## config.mk

```make
export PLATFORM = sky130hd
export DESIGN_NAME = object_draw_sequencer
export DESIGN_NICKNAME = d
export VERILOG_FILES = /design/src/rtl/gm_pkg.sv /design/src/rtl/object_draw_sequencer_slot_counter.sv /design/src/rtl/object_draw_sequencer.sv
export SDC_FILE = /design/constraint.sdc
export NUM_CORES = 1
export LEC_CHECK = 0
export BUFFER_PORTS_ARGS = -buffer_cell sky130_fd_sc_hd__buf_2
export CAP_MARGIN = 20
export CORE_ASPECT_RATIO = 0.6
export CORE_MARGIN = 10
export CORE_UTILIZATION = 30
export CTS_CLUSTER_DIAMETER = 80
export DETAILED_ROUTE_END_ITERATION = 7
export HOLD_SLACK_MARGIN = 0.15
export PLACE_DENSITY_LB_ADDON = 0.05
export SYNTH_ARGS = -nofsm -noshare
export SYNTH_HDL_FRONTEND = slang
export SYNTH_SLANG_ARGS = --single-unit
```

## constraint.sdc

```tcl
create_clock -name clock -period 2.4 [get_ports clock]
set_input_delay 0.12 -clock clock [delete_from_list [all_inputs] [get_ports clock]]
set_output_delay 0.12 -clock clock [all_outputs]
set_load 0.1 [all_outputs]
```

## src/rtl/gm_pkg.sv

```systemverilog
// rtl/gm_pkg.sv - shared constants and state type for the object draw path
package gm_pkg;

  localparam int NUM_SLOTS = 16;
  localparam int ADDR_W    = 4;
  localparam int TYPE_W    = 5;

  // Type codes shared with draw_object_control
  localparam logic [TYPE_W-1:0] OBJ_TYPE_NONE   = 5'd0;
  localparam logic [TYPE_W-1:0] OBJ_TYPE_SPRITE = 5'd1;
  localparam logic [TYPE_W-1:0] OBJ_TYPE_TEXT   = 5'd2;
  localparam logic [TYPE_W-1:0] OBJ_TYPE_RECT   = 5'd3;

  typedef enum logic [2:0] {
    S_IDLE,
    S_SCAN,
    S_READ,
    S_LATCH,
    S_REQ,
    S_RELEASE,
    S_NEXT,
    S_DONE
  } seq_state_t;

endpackage

```

## src/rtl/object_draw_sequencer_slot_counter.sv

```systemverilog
// rtl/object_draw_sequencer_slot_counter.sv - slot index up-counter with clear, enable and last flag
module slot_counter #(
  parameter int ADDR_W = 4,
  parameter int LAST   = 15
) (
  input  logic              clock,
  input  logic              resetn,
  input  logic              clear_i,
  input  logic              enable_i,
  output logic [ADDR_W-1:0] count_o,
  output logic              last_o
);

  logic [ADDR_W-1:0] count_q;

  assign last_o  = (count_q == ADDR_W'(LAST));
  assign count_o = count_q;

  // Count up on enable; saturate at the last slot so a pass can never wrap
  always_ff @(posedge clock) begin
    if (!resetn) begin
      count_q <= '0;
    end else if (clear_i) begin
      count_q <= '0;
    end else if (enable_i && !last_o) begin
      count_q <= count_q + 1'b1;
    end
  end

endmodule

```

## src/rtl/object_draw_sequencer.sv

```systemverilog
// rtl/object_draw_sequencer.sv - walks valid object slots and hands each to the draw FSM
module object_draw_sequencer
  import gm_pkg::*;
(
  input  logic              clock,
  input  logic              resetn,
  input  logic              start_scene,
  input  logic              initial_frame,
  input  logic [15:0]       slot_valid,
  input  logic [TYPE_W-1:0] tbl_type,
  input  logic              draw_object_done,
  output logic [ADDR_W-1:0] tbl_addr,
  output logic [ADDR_W-1:0] object_location_address,
  output logic [TYPE_W-1:0] object_type,
  output logic              start_draw_object,
  output logic              start_initial_module,
  output logic              busy,
  output logic              scene_done
);

  seq_state_t        state_q, state_d;
  logic [ADDR_W-1:0] slot;
  logic              slot_last;
  logic              accept;

  logic [ADDR_W-1:0] location_q;
  logic [TYPE_W-1:0] type_q;
  logic              start_q;
  logic              initial_q;
  logic              busy_q;
  logic              done_q;

  assign accept = (state_q == S_IDLE) && start_scene;

  slot_counter #(
    .ADDR_W (ADDR_W),
    .LAST   (NUM_SLOTS - 1)
  ) u_slot_counter (
    .clock    (clock),
    .resetn   (resetn),
    .clear_i  (accept),
    .enable_i (state_q == S_NEXT),
    .count_o  (slot),
    .last_o   (slot_last)
  );

  // Table address follows the slot counter; data is valid one cycle later in S_LATCH
  assign tbl_addr                = slot;
  assign object_location_address = location_q;
  assign object_type             = type_q;
  assign start_draw_object       = start_q;
  assign start_initial_module    = initial_q;
  assign busy                    = busy_q;
  assign scene_done              = done_q;

  // State register
  always_ff @(posedge clock) begin
    if (!resetn) begin
      state_q <= S_IDLE;
    end else begin
      state_q <= state_d;
    end
  end

  // Next-state: scan each slot once, handshake on valid ones, stop after the last slot
  always_comb begin
    state_d = state_q;
    case (state_q)
      S_IDLE:    if (start_scene) state_d = S_SCAN;
      S_SCAN:    state_d = slot_valid[slot] ? S_READ : S_NEXT;
      S_READ:    state_d = S_LATCH;
      S_LATCH:   state_d = S_REQ;
      S_REQ:     if (draw_object_done) state_d = S_RELEASE;
      S_RELEASE: if (!draw_object_done) state_d = S_NEXT;
      S_NEXT:    state_d = slot_last ? S_DONE : S_SCAN;
      S_DONE:    state_d = S_IDLE;
      default:   state_d = S_IDLE;
    endcase
  end

  // Registered outputs and per-object latches; fields change only outside S_REQ
  always_ff @(posedge clock) begin
    if (!resetn) begin
      location_q <= '0;
      type_q     <= '0;
      start_q    <= 1'b0;
      initial_q  <= 1'b0;
      busy_q     <= 1'b0;
      done_q     <= 1'b0;
    end else begin
      start_q <= (state_q == S_REQ);
      done_q  <= (state_q == S_DONE);
      if (accept) begin
        initial_q <= initial_frame;
        busy_q    <= 1'b1;
      end
      if (state_q == S_DONE) begin
        busy_q <= 1'b0;
      end
      if (state_q == S_LATCH) begin
        type_q     <= tbl_type;
        location_q <= slot;
      end
    end
  end

endmodule

```

* Yosys cells after proc, flatten, opt, wreduce, memory -nomap -nowiden
Index checks and enable logic that the tools add are counted.
** Cells by class
- Add/sub/neg operators :: 1
- $lt $le $gt $ge :: 1
- Equality and inequality tests :: 11
- Muxes and demuxes :: 8
- Bitwise gates (word level) :: 1
- Reductions and logical operators :: 7
** Operator list (number)
- 3-bit one-hot mux with 8 select lines :: 1
- 3-bit 2-to-1 mux :: 5
- 3-bit equality test (second input constant) :: 4
- 3-bit by 2-bit equality test with 1-bit output (second input constant) :: 2
- 2-bit != test (second input constant) :: 3
- 4-bit by 5-bit < comparator with 1-bit output (second input constant) :: 1
- 4-bit by 1-bit adder with 4-bit output (second input constant) :: 1
- 1-bit binary-select mux with 4-bit select :: 1
- 4-bit equality test (second input constant) :: 1
- 2-bit OR reduction :: 2
- 3-bit by 1-bit equality test with 1-bit output (second input constant) :: 1
- 3-bit logical NOT :: 1
- 3-bit AND reduction :: 1
- 1-bit logical AND :: 2
- 1-bit logical NOT :: 1
- 1-bit 2-to-1 mux :: 1
- 1-bit inverter :: 1
** Storage, ports and cells
- Flip-flop bits (word level) :: 20
- Bits of input ports :: 26
- Output and inout port bits :: 17
- Logic and storage cells :: 37

* Logic depth before layout (Yosys ltp)
- Word-level depth :: 4
- Depth in mapped cells :: 5
- Mapped depth without buffers :: 5

* By module
From an unflattened synthesis, not the netlist that was laid out.
** Second synthesis, totals
- Cells, all modules :: 105
- Area, all modules :: 996.0 sq um
** Modules (own cells, without submodules)
- object_draw_sequencer :: instances 1, cells an instance 83, area each 798.3 sq um, seq. area each 320.3 sq um
- slot_counter :: instances 1, cells an instance 22, area each 197.7 sq um, seq. area each 80.1 sq um

* Worst setup path before layout
OpenSTA, ideal clock, no wires.
- Path kind :: register to register
- From :: register u_slot_counter.count_q[1] (netlist: u_slot_counter.count_o[1])
- To :: register u_slot_counter.count_q[1] (netlist: u_slot_counter.count_o[1])
- Setup time :: 0.119 ns
- Arrival :: 1.964 ns
- Required time :: 2.281 ns
- Setup slack :: 0.317 ns
- Stages on the path, launching flop included :: 6
- Path buffers :: 0
- Clock period less this slack :: 2.083 ns
- Cell sequence :: dfxtp_1 > ha_1 > nand3_1 > nand3_1 > mux2i_1 > nor2_1
** On the way
- Cells in the longest elaborated chain, start to end :: 3
- Elaborated cells on any way between the ends :: 4
- Those cells by class :: add/sub: 1; eq/ne: 1; reduce/logical: 2
** Ends and longest elaborated chain
- from (decl) :: line object_draw_sequencer_slot_counter.sv:14 : logic [ADDR_W-1:0] count_q;
- from (signal assigned) :: line object_draw_sequencer_slot_counter.sv:26 : count_q <= count_q + 1'b1;
- parallel branches: the longest is 3 deep, another holds 4-bit by 1-bit adder with 4-bit output
Parallel ways; which one is timed is not known.
A chain may end at the register's enable or synchronous reset.

* Final worst setup path
- From :: register u_slot_counter.count_q[2] (netlist: u_slot_counter.count_o[2])
- To :: register state_q[2]
** On the way
- Cells in the longest elaborated chain, start to end :: 4
- Elaborated cells on any way between the ends :: 6
- Those cells by class :: eq/ne: 1; mux: 5
** Ends and longest elaborated chain
- 1-bit binary-select mux with 4-bit select :: line object_draw_sequencer.sv:70 : S_SCAN: state_d = slot_valid[slot] ? S_READ : S_NEXT;
- 1-bit 2-to-1 mux (not written as such) :: line object_draw_sequencer.sv:70
- 3-bit 2-to-1 mux :: line object_draw_sequencer.sv:70
- 3-bit one-hot mux with 8 select lines * :: line object_draw_sequencer.sv:68 : case (state_q)
- to (signal assigned) :: line object_draw_sequencer.sv:61 : state_q <= state_d;
- to (decl) :: line object_draw_sequencer.sv:21 : seq_state_t state_q, state_d;
Mark *: on every way between the ends. The rest lies on a longest branch, timed or not. The select of a mux whose other input is x is not followed.

==> summary.txt <==
Hold Crit Class - in -> reg
Max-slew headroom at the worst pin - 67.22%
Sequential fraction of the synthesis area - 40.97%
Syn. warnings - 0
Via density - 4.585
Total die area - 6015 um2
Effective utilization at floorplan - 32.75%
Root Driver - clkbuf_8
Pin count of the biggest net entering global routing - 17
Power Dens Cells - 624.2 nW/um2
Routability Congestion - 0.7830
Area growth syn-to-layout - 37.90%
Worst r2r path cells - 5
CP Capture Type - register
Flops & latches, synth - 20
Mapped Cells - 116
Final ANT Viol Nets - 0
CTS clock-pin slew for the worst setup and hold paths - 0.08 ns
Final HPWL DP - 2.096 mm
CTS tree - done
Synth Area in Adders - 1.280%
All-layer global routing usage - 8.835%
Shortest period the worst path allows - 1.553 ns
FF-to-FF Start - u_slot_counter.count_o[2]
Library cells used by synthesis - 27
RSZ-0062 raised after global routing - false
CP Launch Point - u_slot_counter.count_o[2]
Syn Nets - 143
R2r setup slk - 0.85 ns
Worst-Skew Late Latency - 0.26 ns
Setup TNS Final - 0 ns
Die Y - 64.21 um
Setup CP Type - reg -> reg
Outcome - finished clean
Worst Skew - 0.001928 ns
Post-CTS resize count - 0
ANT cells - 0
Total CTS buffers - 3
First-pass GRT wire length - 4.381 mm
Final Hold Viols - 0
Setup violators final - 0
I/O pin total - 43
Worst-Margin Slew - 0.4952 ns
Synth Area in XOR/XNOR - 2.689%
RR Endpoint - state_q[2]
Post-synthesis mux area share - 10.37%
Setup crit end - state_q[2]
Drt total wl - 2.641 mm
Row count - 15
CP Data Arrival Time - 1.71 ns
Post-Synth Simple-Gate Area - 28.17%
Post-synthesis cell area - 977.2 um2
Commonest cells after routing, fill and taps aside - buf_2, nand2_1, dfxtp_1
CP startpoint kind - register
Drc violations - 0
Max Freq - 643.8 MHz
Fraction of layout cells with a size suffix above 1 - 31.29%
Clock sinks - 20
Die Span X - 93.68 um
Max-cap violations - 0
Mean Syn Cell Area - 8.424 um2
Vias in the first global route - 932
Lkg Pwr - 0.5822 nW
Detailed Routing Iterations Pass 1 - 4
Iter 0 DRT Violations - 62
Routed wire per std cell - 12.88 um
Routed vias - 940
Most common cell after layout, fill and taps aside - buf_2
Max Slew Vio Count - 0
Critical Path RT - 2.56 ns
Tcrit/Tclk final - 64.72%
Clk buf depth - 2
Post-layout util - 45.16%
Nets - 191
Post-synthesis compound-gate area fraction - 13.32%
Remaining global-route overflow - 0
Worst vdd ir - 0.3710 mV
Core area - 2984 um2
Initial antenna violation count - 0
H-tree levels - 1
I/O Buffers - 42
Max Fanout on Critical Path - 10
Largest family of logic cells by synthesized area - simple AND/OR/NAND/NOR gates
[area by class of cell]
type	instances	area, um2
Timing Repair Buffer	49	277.8
Clock buffer	3	41.29
Multi-Input combinational cell	90	545.5
Fill cell	301	1637
Sequential cell	20	400.4
Clock inverter	1	30.03
Tap cell	42	52.55
[sequential cells by signal, indices dropped and copies added (netlist names)]
signal / count
u_slot_counter.count_o: 4
object_type: 5
object_location_address: 4
state_q: 3
scene_done: 1
busy: 1
start_draw_object: 1
start_initial_module: 1
[metal layers]
layer,vias up,track usage (%),routed length [um]
met5,-,0,0
met4,0,1.698,16
met2,22,13.49,1119
met1,421,10.94,1278
met3,2,4.429,227
li1,495,-,-
[Yosys cell counts]
cell       count  area share [%]
dfxtp_1       20              41
buf_4          1            0.77
nand3b_1       2             1.5
nand2_1       27              10
o21ai_0        3             1.5
xor2_1         3             2.7
nor3_1         1            0.51
ha_1           1             1.3
nor2_2         1            0.64
a2111oi_2      1             1.5
mux2i_1        9             9.2
a21boi_0      10             7.7
a22oi_1        1            0.77
and3_1         1            0.64
or2_2          1            0.64
and4b_1        1             1.0
clkbuf_1       1            0.38
buf_2          4             2.0
and2_1         2             1.3
o211ai_1       1            0.77
mux2_2         1             1.2
nand4_1        4             2.6
nand3_1        5             2.6
nor2b_1        4             2.6
nor2_1         8             3.1
nor3b_1        1            0.77
a21oi_1        2             1.0
[worst max-delay path: stages (launching register included)]
cell,delay (ns)
dfxtp_1,0.39
buf_4,0.23
mux2i_1,0.12
a2111oi_2,0.37
nand4_1,0.13
and4b_1,0.21
[how the worst min path moves through the flow]
stage	from	end	depth (start not counted)
after floorplan	resetn	scene_done	2
after global placement	tbl_type[2]	object_type[2]	3
final	draw_object_done	state_q[1]	3
after CTS	draw_object_done	state_q[1]	3
after global routing	draw_object_done	state_q[1]	3
after detailed placement	tbl_type[0]	object_type[0]	3
[report_power, final]
part           total (mW)  switching (mW)  internal (mW)
logic               0.141          0.0900         0.0508
clock network       0.337           0.115          0.223
registers           0.363          0.0188          0.344
[per-stage QoR]
stage	worst slack, ns	cell area [um2]	total power, mW	instances	hold WS, ns
finish	0.8466	1348	0.8412	205	0.2001
global route	0.7111	1348	0.8825	205	0.1991
CTS	0.8326	1348	0.8529	205	0.1934
detailed placement	0.8346	1216	0.5061	195	0.3788
global placement	0.8585	1216	0.5040	195	0.3707
floorplan	0.3175	977.2	0.4673	116	0.2645
[kinds of logic after synthesis]
logic type | Yosys count
AND/OR/NAND/NOR | 58
AO/OA/AOI/OAI | 18
multiplexers | 10
XOR/XNOR | 3
flip-flops | 20
buffers and inverters | 6
adder cells (fa/ha/maj) | 1
[what timing repair did]
action | in CTS | in global routing
hold buffers | 6 | 0
setup endpoints to repair | 0 | 0
hold endpoints to repair | 6 | 0
buffers inserted | 0 | 0
Power figures use the tool's default switching activity.
